[src/rtl/button_pkg.sv]
// button_pkg: shared button FSM state encodings and ms-to-cycles helper
package button_pkg;

   typedef enum logic [1:0] {
      IDLE    = 2'd0,
      PRESSED = 2'd1,
      LONG    = 2'd2
   } btn_state_t;

   function automatic int ms_to_cycles(input int clk_freq, input int ms);
      return (clk_freq / 1000) * ms;
   endfunction

endpackage

[src/rtl/button_event_gen.sv]
// button_event_gen: turns a debounced button level into press/release/long/repeat pulses
module button_event_gen
   import button_pkg::*;
#(
   parameter int CLK_FREQ      = 100_000_000,
   parameter int LONG_PRESS_MS = 500,
   parameter int REPEAT_MS     = 100
) (
   input  logic clk,
   input  logic rst,
   input  logic btn_level,
   output logic press_pulse,
   output logic release_pulse,
   output logic long_pulse,
   output logic repeat_pulse,
   output logic held
);

   localparam int LONG_CYCLES   = ms_to_cycles(CLK_FREQ, LONG_PRESS_MS);
   localparam int REPEAT_CYCLES = ms_to_cycles(CLK_FREQ, REPEAT_MS);
   localparam int MAX_CYCLES    = (LONG_CYCLES > REPEAT_CYCLES) ? LONG_CYCLES : REPEAT_CYCLES;
   localparam int CW            = $clog2(MAX_CYCLES + 1);
   localparam logic [CW-1:0] LONG_LAST = CW'(LONG_CYCLES - 1);
   localparam logic [CW-1:0] REP_LAST  = CW'(REPEAT_CYCLES - 1);
   localparam logic REP_EN = REPEAT_CYCLES != 0;

   btn_state_t state, state_nxt;
   logic [CW-1:0] cnt, cnt_nxt;
   logic press_nxt, release_nxt, long_nxt, repeat_nxt, held_nxt;

   // next state, counter and pulse decode; release always takes priority over thresholds
   always_comb begin
      state_nxt   = state;
      cnt_nxt     = cnt + 1'b1;
      press_nxt   = 1'b0;
      release_nxt = 1'b0;
      long_nxt    = 1'b0;
      repeat_nxt  = 1'b0;
      held_nxt    = held;
      case (state)
         IDLE: begin
            cnt_nxt = '0;
            if (btn_level) begin
               state_nxt = PRESSED;
               press_nxt = 1'b1;
               held_nxt  = 1'b1;
            end
         end
         PRESSED: begin
            if (!btn_level) begin
               state_nxt   = IDLE;
               release_nxt = 1'b1;
               held_nxt    = 1'b0;
               cnt_nxt     = '0;
            end else if (cnt == LONG_LAST) begin
               state_nxt = LONG;
               long_nxt  = 1'b1;
               cnt_nxt   = '0;
            end
         end
         LONG: begin
            if (!btn_level) begin
               state_nxt   = IDLE;
               release_nxt = 1'b1;
               held_nxt    = 1'b0;
               cnt_nxt     = '0;
            end else if (!REP_EN) begin
               cnt_nxt = '0;
            end else if (cnt == REP_LAST) begin
               repeat_nxt = 1'b1;
               cnt_nxt    = '0;
            end
         end
         default: begin
            state_nxt = IDLE;
            cnt_nxt   = '0;
            held_nxt  = 1'b0;
         end
      endcase
   end

   // state, counter and registered outputs
   always_ff @(posedge clk) begin
      if (rst) begin
         state         <= IDLE;
         cnt           <= '0;
         press_pulse   <= 1'b0;
         release_pulse <= 1'b0;
         long_pulse    <= 1'b0;
         repeat_pulse  <= 1'b0;
         held          <= 1'b0;
      end else begin
         state         <= state_nxt;
         cnt           <= cnt_nxt;
         press_pulse   <= press_nxt;
         release_pulse <= release_nxt;
         long_pulse    <= long_nxt;
         repeat_pulse  <= repeat_nxt;
         held          <= held_nxt;
      end
   end

endmodule
[config.mk]
export PLATFORM = sky130hd
export DESIGN_NAME = button_event_gen
export DESIGN_NICKNAME = d
export VERILOG_FILES = /design/src/rtl/button_pkg.sv /design/src/rtl/button_event_gen.sv
export SDC_FILE = /design/constraint.sdc
export NUM_CORES = 1
export LEC_CHECK = 0
export CAP_MARGIN = 20
export CORE_MARGIN = 5
export CORE_UTILIZATION = 50
export CTS_CLUSTER_DIAMETER = 120
export DETAILED_ROUTE_END_ITERATION = 7
export PLACE_DENSITY = 0.65
export SYNTH_ARGS = -nofsm -noshare
export SYNTH_HDL_FRONTEND = slang
export SYNTH_SLANG_ARGS = --single-unit
export TNS_END_PERCENT = 10
[constraint.sdc]
create_clock -name clk -period 3.1 [get_ports clk]
set_input_delay 0.31 -clock clk [delete_from_list [all_inputs] [get_ports clk]]
set_output_delay 0.31 -clock clk [all_outputs]
set_load 0.02 [all_outputs]
==> summary.md, run 1 <==
| Metric | Value |
|---|---|
| Largest net degree at the start of global routing | 27 |
| Initial antenna violation count | 0 |
| Die Height | 67.5 µm |
| WP data arrival | 2450 ps |
| Initial core utilization | 53.3% |
| CTS HTree Levels | 2 |
| Ys flop type | dfxtp_1 |
| CP Cell Sequence | ha_1 > nand4_1 > or4_4 > or4b_1 > a22oi_1 |
| IO Port Bufs | 7 |
| Worst VDD drop | 0.283 mV |
| Setup-failing EPs final | 0 |
| Via count | 1420 |
| Routed Antenna Nets | 0 |
| Min cycle time layout | 2200 ps |
| Pre-antenna DRT Iters | 4 |
| Setup crit start kind | flop |
| Maxcap violations | 0 |
| Critical Path RT | 3350 ps |
| Clock Latency Late Sink | 330 ps |
| Final setup TNS | 0 ps |
| Wire per inst | 14.1 µm |
| Slew of the pin with the lowest slew margin | 402 ps |
| Worst path slowest cell | or4_4 |
| CTS Hold Buffers Added | 0 |
| Hold Crit Class | flop to flop |
| Post-cts sizing count | 0 |
| FF+latch area | 661 µm² |
| Yosys cell types | 41 |
| DRC viols | 0 |
| Area fraction of the dominant cell type after synthesis | 39.9% |
| DR vias/cell | 6.04 |
| Die ar. | 4560 µm² |
| Power per Cell Area | 404 nW/µm² |
| FF-to-FF Start | cnt[0]$_SDFF_PP0_ |
| Fin. max-slew vios | 0 |
| Total grt overflow | 0 |
| Dominant cell type by area after synthesis | dfxtp_1 |
| Multi-input logic area | 948 µm² |
| P&R area growth vs syn | 10.4% |
| EDFF count, synth | 0 |
| Syn. warnings | 0 |
| Max incr delay on CP | 600 ps |
| Number of I/O pins | 8 |
| Post-synthesis register bit count | 33 |
| WS Path Type | flop to flop |
| Crit path max fanout | 6 |
| Sequential area share after synthesis | 39.9% |
| Dominant cells by area after synthesis | dfxtp_1 (40%), xnor2_1 (4.8%), a21oi_1 (4.5%) |
| Die width | 67.5 µm |
| Status | finished clean |
| CTS tree | built |
| Ant. Diodes | 0 |
| Async S/R FF share, synth | 0% |
| Root Buffer | clkbuf_4 |
| First-pass GRT wire length | 5.92 mm |
| Leakage | 0.489 nW |
| Worst Setup End Kind | flop |
| Final Hold Fails | 0 |
| Syn Inst Count | 182 |
| Fin Clk Skew | 8.04 ps |
| GR Util All Layers | 17.0% |
| Period utilization | 71.0% |
| Hpwl dp | 2.32 mm |
| Highest Clock Rate | 454 MHz |
| Wirelength, routed | 3.32 mm |
| Core footprint | 3100 µm² |
| TritonCTS Buffers | 5 |
| Hold path start | held$_SDFFE_PP0P_ |
| Final hold slack | 499 ps |
| Syn Nets | 189 |
| Postcts setup bufs | 0 |
| Synthesized cell area | 1660 µm² |
| CP Launch Point | cnt[0]$_SDFF_PP0_ |
| Clk pin slew, worst setup/hold paths | 100 ps |
| Fillers | 305 |
| Vias in the first global route | 1338 |
| RD Place Congestion | 0.854 |
| Clk buf depth | 2 |
| # rows | 20 |
| Slew HR | 73.1% |
| Initial DRC count | 99 |
| Nets | 198 |
| Layout cells sized above 1 | 8.90% |
| Mean post-synth cell area | 9.10 µm² |
| CTS sink cnt | 33 |
| RSZ-0062 raised after global routing | false |
## where the power goes
part,switching (W),leakage (nW),internal (W)
Clock,0.000137,0.0314,0.000107
Combinational,0.0000320,0.191,0.0000269
Sequential,0.00000414,0.266,0.000431
## routing by layer
layer  routed length (µm)  track usage [%]
met4                   57             6.33
met1                 1540             21.3
met3                  178             5.82
met2                 1540             26.9
met5                    0                0
## area by class of cell
| type | count | area share, % |
|---|---|---|
| repair buffers | 9 | 4.66 |
| multi-input cells | 136 | 51.9 |
| flip-flops and latches | 33 | 36.2 |
| well taps | 44 | 3.01 |
| clock buffers | 7 | 3.01 |
| inverters | 6 | 1.23 |
## state kept, by name, summed over array words and instances, names as in the netlist
signal         count
press_pulse        1
state              2
cnt               26
repeat_pulse       1
release_pulse      1
held               1
long_pulse         1
## final timing paths
| check | to | slack [ps] | cells after the start |
|---|---|---|---|
| min reg2reg | held$_SDFFE_PP0P_ | 500 | 2 |
| min | held$_SDFFE_PP0P_ | 500 | 2 |
| max reg2reg | cnt[24]$_SDFF_PP0_ | 900 | 5 |
| max | cnt[24]$_SDFF_PP0_ | 900 | 5 |
## per-stage QoR
| step | instances | area (µm²) | total power [W] | util [%] | worst slack [ps] |
|---|---|---|---|---|---|
| 5_1_grt | 235 | 1830 | 0.000779 | 58.9 | 761 |
| 4_1_cts | 235 | 1830 | 0.000746 | 58.9 | 922 |
| 3_3_place_gp | 228 | 1770 | 0.000503 | 57.1 | 1000 |
| 3_5_place_dp | 228 | 1770 | 0.000504 | 57.1 | 941 |
| 6_report | 235 | 1830 | 0.000738 | 58.9 | 899 |
| 2_1_floorplan | 182 | 1660 | 0.000483 | - | 1060 |
## cells by family (layout without fill, tap and decap cells)
family,count (synthesis),count (layout),share of synthesized area [%]
multiplexers,1,1,0.605
buffers and inverters,13,22,3.55
AND/OR/NAND/NOR,74,74,28.6
adder cells (fa/ha/maj),4,4,3.02
XOR/XNOR,13,13,6.88
flip-flops,33,33,39.9
AO/OA/AOI/OAI,44,44,17.4
## critical path, delay by kind of cell (launching register included)
family | cells | cell delay, ps
adder cells (fa/ha/maj) | 1 | 240
AO/OA/AOI/OAI | 1 | 190
flip-flops | 1 | 400
AND/OR/NAND/NOR | 3 | 1300
## cells in the mapped netlist (all sizes together) (2+ instances only)
cell / n
inv: 6
nand3: 10
a21oi: 15
xor2: 4
nor4bb: 3
o31ai: 5
ha: 4
nand2b: 3
a22oi: 11
or3: 7
xnor2: 9
and4: 2
o2111ai: 2
dfxtp: 33
nand4: 9
o21ai: 5
clkbuf: 4
nor4: 3
and2: 2
nor2: 5
nor3: 6
or4: 9
nand2: 10
buf: 3
## placed cells by master, fill, tap and decap left out, drive strengths merged, types with 2 or more instances in the layout
| cell | instances |
|---|---|
| a21oi | 15 |
| a22oi | 11 |
| and2 | 2 |
| and4 | 2 |
| buf | 2 |
| clkbuf | 7 |
| clkdlybuf4s50 | 7 |
| dfxtp | 33 |
| ha | 4 |
| inv | 6 |
| nand2 | 10 |
| nand2b | 3 |
| nand3 | 10 |
| nand4 | 9 |
| nor2 | 5 |
| nor3 | 6 |
| nor4 | 3 |
| nor4bb | 3 |
| o2111ai | 2 |
| o21ai | 5 |
| o31ai | 5 |
| or3 | 7 |
| or4 | 9 |
| xnor2 | 9 |
| xor2 | 4 |
Note: power is estimated with default switching activity, not from simulation.
==> inputs of run 2 (changes only) <==
--- a/config.mk
+++ b/config.mk
@@ -10,7 +10,7 @@
 export CORE_UTILIZATION = 50
 export CTS_CLUSTER_DIAMETER = 120
 export DETAILED_ROUTE_END_ITERATION = 7
-export PLACE_DENSITY = 0.65
+export PLACE_DENSITY = 0.68
 export SYNTH_ARGS = -nofsm -noshare
 export SYNTH_HDL_FRONTEND = slang
 export SYNTH_SLANG_ARGS = --single-unit
==> constraint.sdc (replaced) <==
create_clock -name clk -period 2.02 [get_ports clk]
set_input_delay 0.202 -clock clk [delete_from_list [all_inputs] [get_ports clk]]
set_output_delay 0.202 -clock clk [all_outputs]
set_load 0.02 [all_outputs]
==> run 2 against run 1 <==
Sequential share of layout area fell by 2.4 points. Die area unchanged. Critical path type unchanged. Non-clock buffer count increased by 15. Largest power group unchanged. Combinational power rose by 63%. Global-route usage increased by 1.4 points.
==> summary.md, run 2 (same netlist as run 1, synthesis figures left out) <==
| Metric | Value |
|---|---|
| M1 GR Usage | 21.6% |
| CTS tree | built |
| CTS Hold Buffers Added | 0 |
| Initial core utilization | 53.3% |
| Wire per inst | 15.0 µm |
| Status | finished clean |
| CTS HTree Levels | 2 |
| Multi-input logic area | 965 µm² |
| Met2 Resource Use GR | 31.5% |
| DRC viols | 0 |
| Total grt overflow | 0 |
| Worst slack after detailed placement | 52.7 ps |
| Most Used Layer, Global Route | met2 |
| Setup crit start kind | flop |
| Nets | 213 |
| Critical Path RT | 2290 ps |
| Most frequent cells in the layout | dfxtp_1 (31), buf_4 (16), a21oi_1 (15) |
| Fillers | 271 |
| Root Buffer | clkbuf_4 |
| WS Path Type | flop to flop |
| DR vias/cell | 5.88 |
| Finished Cell Area | 1970 µm² |
| Leakage | 0.568 nW |
| First-pass GRT wire length | 6.30 mm |
| Worst VDD drop | 0.480 mV |
| Ant. Diodes | 0 |
| Layout cells sized above 1 | 17.9% |
| Period utilization | 97.3% |
| Min cycle time layout | 1970 ps |
| Final Hold Fails | 0 |
| Number of I/O pins | 8 |
| Routed Antenna Nets | 0 |
| Slew HR | 71.9% |
| RD Place Congestion | 0.868 |
| Die Height | 67.5 µm |
| Fin. max-slew vios | 0 |
| Worst Setup End Kind | flop |
| FF+latch area | 663 µm² |
| Area after DPL | 1870 µm² |
| Clk buf depth | 2 |
| Commonest non-fill, non-tap cell in the layout | dfxtp_1 |
| RSZ-0062 raised after global routing | true |
| Hold Crit Class | flop to flop |
| Highest Clock Rate | 509 MHz |
| Die ar. | 4560 µm² |
| Largest register FFs | 26 |
| IO Port Bufs | 7 |
| Vias in the first global route | 1374 |
| CTS sink cnt | 33 |
| Initial DRC count | 129 |
| Core footprint | 3100 µm² |
| Power per Cell Area | 572 nW/µm² |
| Top reg by flops | cnt |
| Largest net degree at the start of global routing | 27 |
| Top Registers | cnt: 26 flops, state: 2 flops |
| Crit path max fanout | 12 |
| TritonCTS Buffers | 5 |
| Wirelength, routed | 3.77 mm |
| GR Util All Layers | 18.4% |
| Clock Latency Late Sink | 350 ps |
| Die width | 67.5 µm |
| Pre-antenna DRT Iters | 5 |
| Initial antenna violation count | 0 |
| Setup-failing EPs final | 0 |
| Maxcap violations | 0 |
| Final worst slack | 54.1 ps |
| Fin Clk Skew | 11.6 ps |
| Slew of the pin with the lowest slew margin | 420 ps |
| Clk pin slew, worst setup/hold paths | 100 ps |
| # rows | 20 |
| GR Layer Usage met3 | 4.49% |
| WP data arrival | 2240 ps |
| Hpwl dp | 2.71 mm |
| Via count | 1477 |
| Final setup TNS | 0 ps |
| P&R area growth vs syn | 18.8% |
## run 2: cell count changes in the layout (fill, tap and decap cells not counted), sizes merged
cell / previous run / this run
buf: 2 / 17
clkinv: 0 / 2
clkbuf: 7 / 6
## run 2: layer usage
layer	routed length (µm)	vias up
li1	-	741
met1	1660	698
met2	1900	32
met3	155	6
met4	60	0
met5	0	-
## run 2: worst max-delay path: stages, from the launching register on
cell and delay (ps):
dfxtp_1 450, nand3_2 120, or4_4 630, or4_1 520, a22oi_1 180
## run 2: what timing repair did
item | in CTS | in global routing
resized for setup | 0 | 5
buffers inserted | 0 | 3
endpoints found under the setup margin | 0 | 6
## run 2: worst paths after layout
path / startpoint / to / slack [ps] / cells past startpoint
worst max-delay path: cnt[2]$_SDFF_PP0_ / cnt[25]$_SDFF_PP0_ / 50 / 4
worst min-delay path: cnt[19]$_SDFF_PP0_ / cnt[19]$_SDFF_PP0_ / 520 / 2
worst max register to register: cnt[2]$_SDFF_PP0_ / cnt[25]$_SDFF_PP0_ / 50 / 4
worst min register to register: cnt[19]$_SDFF_PP0_ / cnt[19]$_SDFF_PP0_ / 520 / 2
## run 2: cell type report
type,count,share of cell area [%]
well taps,44,2.80
clock inverters,2,0.509
flip-flops and latches,33,33.7
multi-input cells,136,49.0
repair buffers,24,10.7
inverters,6,1.15
clock buffers,6,2.10
## run 2: where the power goes
part	leakage, nW	switching (W)	internal (W)
clock network	0.0320	0.000229	0.000132
registers	0.268	0.00000673	0.000662
logic	0.269	0.0000523	0.0000436
## run 2: through the flow
stage / hold WS [ps] / cells / util [%] / power, W
floorplan: 274 / 182 / - / 0.000742
global placement: 472 / 240 / 60.4 / 0.000774
detailed placement: 500 / 240 / 60.4 / 0.000779
CTS: 509 / 248 / 62.1 / 0.00113
global route: 540 / 251 / 63.4 / 0.00117
finish: 518 / 251 / 63.4 / 0.00113
==> inputs of run 3 (changes only) <==
--- a/config.mk
+++ b/config.mk
@@ -6,11 +6,13 @@
 export NUM_CORES = 1
 export LEC_CHECK = 0
 export CAP_MARGIN = 20
-export CORE_MARGIN = 5
-export CORE_UTILIZATION = 50
+export CELL_PAD_IN_SITES_DETAIL_PLACEMENT = 0
+export CELL_PAD_IN_SITES_GLOBAL_PLACEMENT = 2
+export CORE_MARGIN = 8
+export CORE_UTILIZATION = 33
 export CTS_CLUSTER_DIAMETER = 120
 export DETAILED_ROUTE_END_ITERATION = 7
-export PLACE_DENSITY = 0.68
+export PLACE_DENSITY = 0.7
 export SYNTH_ARGS = -nofsm -noshare
 export SYNTH_HDL_FRONTEND = slang
 export SYNTH_SLANG_ARGS = --single-unit
==> run 3 against run 2 <==
Clock-buffer cell count is 2 higher. Flip-flop and latch count stayed put. Maximum frequency hardly changed. Combinational power is 2.6% lower. Largest power group unchanged. Global-route usage is 7.6 points lower. Register-to-register slack hardly changed. Wire length is 1.7% higher. Sequential share of layout area is 0.73 points lower. Clock skew is 8.3 ps lower.
==> summary.md, run 3 (same netlist as run 1, synthesis figures left out) <==
| Metric | Value |
|---|---|
| Max incr delay on CP | 600 ps |
| Die ar. | 7540 µm² |
| DR vias/cell | 5.30 |
| Internal Power | 0.000949 W |
| CTS sink cnt | 33 |
| Comb pwr share | 7.6% |
| Min cycle time layout | 1960 ps |
| Period utilization | 97.2% |
| DP Cell Count | 266 |
| CP Cell Sequence | ha_4 > nand4_1 > or4_4 > or4b_1 > a22oi_1 |
| Leakage | 0.568 nW |
| WS Path Type | flop to flop |
| Initial antenna violation count | 0 |
| Nets | 213 |
| Slew of the pin with the lowest slew margin | 417 ps |
| Vias in the first global route | 1266 |
| Core footprint | 4790 µm² |
| Initial DRC count | 70 |
| CTS tree | built |
| Most frequent cells in the layout | dfxtp_1 (30), buf_4 (17), a21oi_1 (15) |
| Commonest non-fill, non-tap cell in the layout | dfxtp_1 |
| Power per Cell Area | 613 nW/µm² |
| Critical path's top delay family | simple AND/OR/NAND/NOR gates |
| Total grt overflow | 0 |
| TritonCTS Buffers | 5 |
| Setup-failing EPs final | 0 |
| Clock Latency Late Sink | 280 ps |
| Layout Utilization | 42.1% |
| Clk pin slew, worst setup/hold paths | 70 ps |
| Fillers | 476 |
| Sequential power share | 54.1% |
| Psw | 0.000285 W |
| IO Port Bufs | 7 |
| # rows | 25 |
| Critical Path RT | 2220 ps |
| Setup crit start kind | flop |
| Hpwl dp | 2.81 mm |
| WP data arrival | 2170 ps |
| Pre-antenna DRT Iters | 4 |
| Worst Setup End Kind | flop |
| Root Buffer | clkbuf_8 |
| Die width | 86.8 µm |
| P&R area growth vs syn | 21.7% |
| Clk buf depth | 2 |
| Initial core utilization | 34.6% |
| FF+latch area | 664 µm² |
| Clk pwr share | 38.3% |
| Status | finished clean |
| Final hold slack | 496 ps |
| Top Registers | cnt: 26 flops, state: 2 flops |
| GR Util All Layers | 10.8% |
| Via count | 1451 |
| Switching share of power | 23.1% |
| CTS Hold Buffers Added | 0 |
| Worst VDD drop | 0.286 mV |
| Crit path max fanout | 6 |
| Finished Layout Cells | 274 |
| Final setup TNS | 0 ps |
| Maxcap violations | 0 |
| DRC viols | 0 |
| Highest Clock Rate | 509 MHz |
| Final Hold Fails | 0 |
| CTS HTree Levels | 2 |
| Number of I/O pins | 8 |
| Wirelength, routed | 3.83 mm |
| Top reg by flops | cnt |
| Multi-input logic area | 966 µm² |
| Ant. Diodes | 0 |
| Die Height | 86.8 µm |
| Hold Crit Class | flop to flop |
| Fin Clk Skew | 3.37 ps |
| Fin. max-slew vios | 0 |
| Largest register FFs | 26 |
| Wire per inst | 14.0 µm |
| WP buf/inv | 0 |
| Worst path slowest cell | or4_4 |
| Layout cells sized above 1 | 17.4% |
| Routed Antenna Nets | 0 |
| Largest net degree at the start of global routing | 15 |
| RSZ-0062 raised after global routing | true |
| First-pass GRT wire length | 6.31 mm |
| Slew HR | 72.2% |
| RD Place Congestion | 0.749 |
run 3: final cells by class:
class | instances | share of cell area, %
Multi-Input combinational cell | 136 | 48.0
Sequential cell | 33 | 33.0
Timing Repair Buffer | 24 | 9.81
Inverter | 6 | 1.12
Tap cell | 67 | 4.16
Clock buffer | 8 | 3.98
run 3: worst register-to-register path, delay by kind of cell, from the launching register on:
family	cells	cell delay, ps
AO/OA/AOI/OAI	1	140
adder cells (fa/ha/maj)	1	140
AND/OR/NAND/NOR	3	1250
flip-flops	1	350
run 3: path summary, 6_finish.rpt:
kind	from	endpoint	slack (ps)	cells after the start
hold reg to reg	held$_SDFFE_PP0P_	held$_SDFFE_PP0P_	500	2
setup / recovery	cnt[1]$_SDFF_PP0_	cnt[24]$_SDFF_PP0_	60	5
hold / removal	held$_SDFFE_PP0P_	held$_SDFFE_PP0P_	500	2
setup reg to reg	cnt[1]$_SDFF_PP0_	cnt[24]$_SDFF_PP0_	60	5
run 3: timing repair:
action                                  in CTS  in global routing
endpoints found under the hold margin        0                  0
setup buffers                                0                  0
endpoints found under the setup margin       0                 26
resized for setup                            0                  6
run 3: through the flow:
step                instance area (µm²)  total power, W  setup WS (ps)
finish                             2010         0.00123           55.9
global route                       2010         0.00129          -58.1
CTS                                1990         0.00125           1.37
detailed placement                 1910        0.000776           17.9
global placement                   1910        0.000775           54.5
floorplan                          1660        0.000742           9.07
run 3: routing by layer:
metal	vias to the layer above	routed length, µm	GRT usage, %	part of all wire (%)
met5	-	0	0	0
met4	0	44	4.38	1.1
met3	4	203	3.12	5.3
met2	36	1720	15.5	45
met1	666	1870	14.5	49
li1	745	-	-	-
run 3: power by group through the flow:
stage / registers (W) / logic [W] / clock network (W)
2_1_floorplan: 0.000690 / 0.0000515 / 0
3_3_place_gp: 0.000682 / 0.0000926 / 0
3_5_place_dp: 0.000683 / 0.0000935 / 0
4_1_cts: 0.000668 / 0.0000940 / 0.000491
5_1_grt: 0.000669 / 0.000103 / 0.000520
6_report: 0.000668 / 0.0000934 / 0.000473
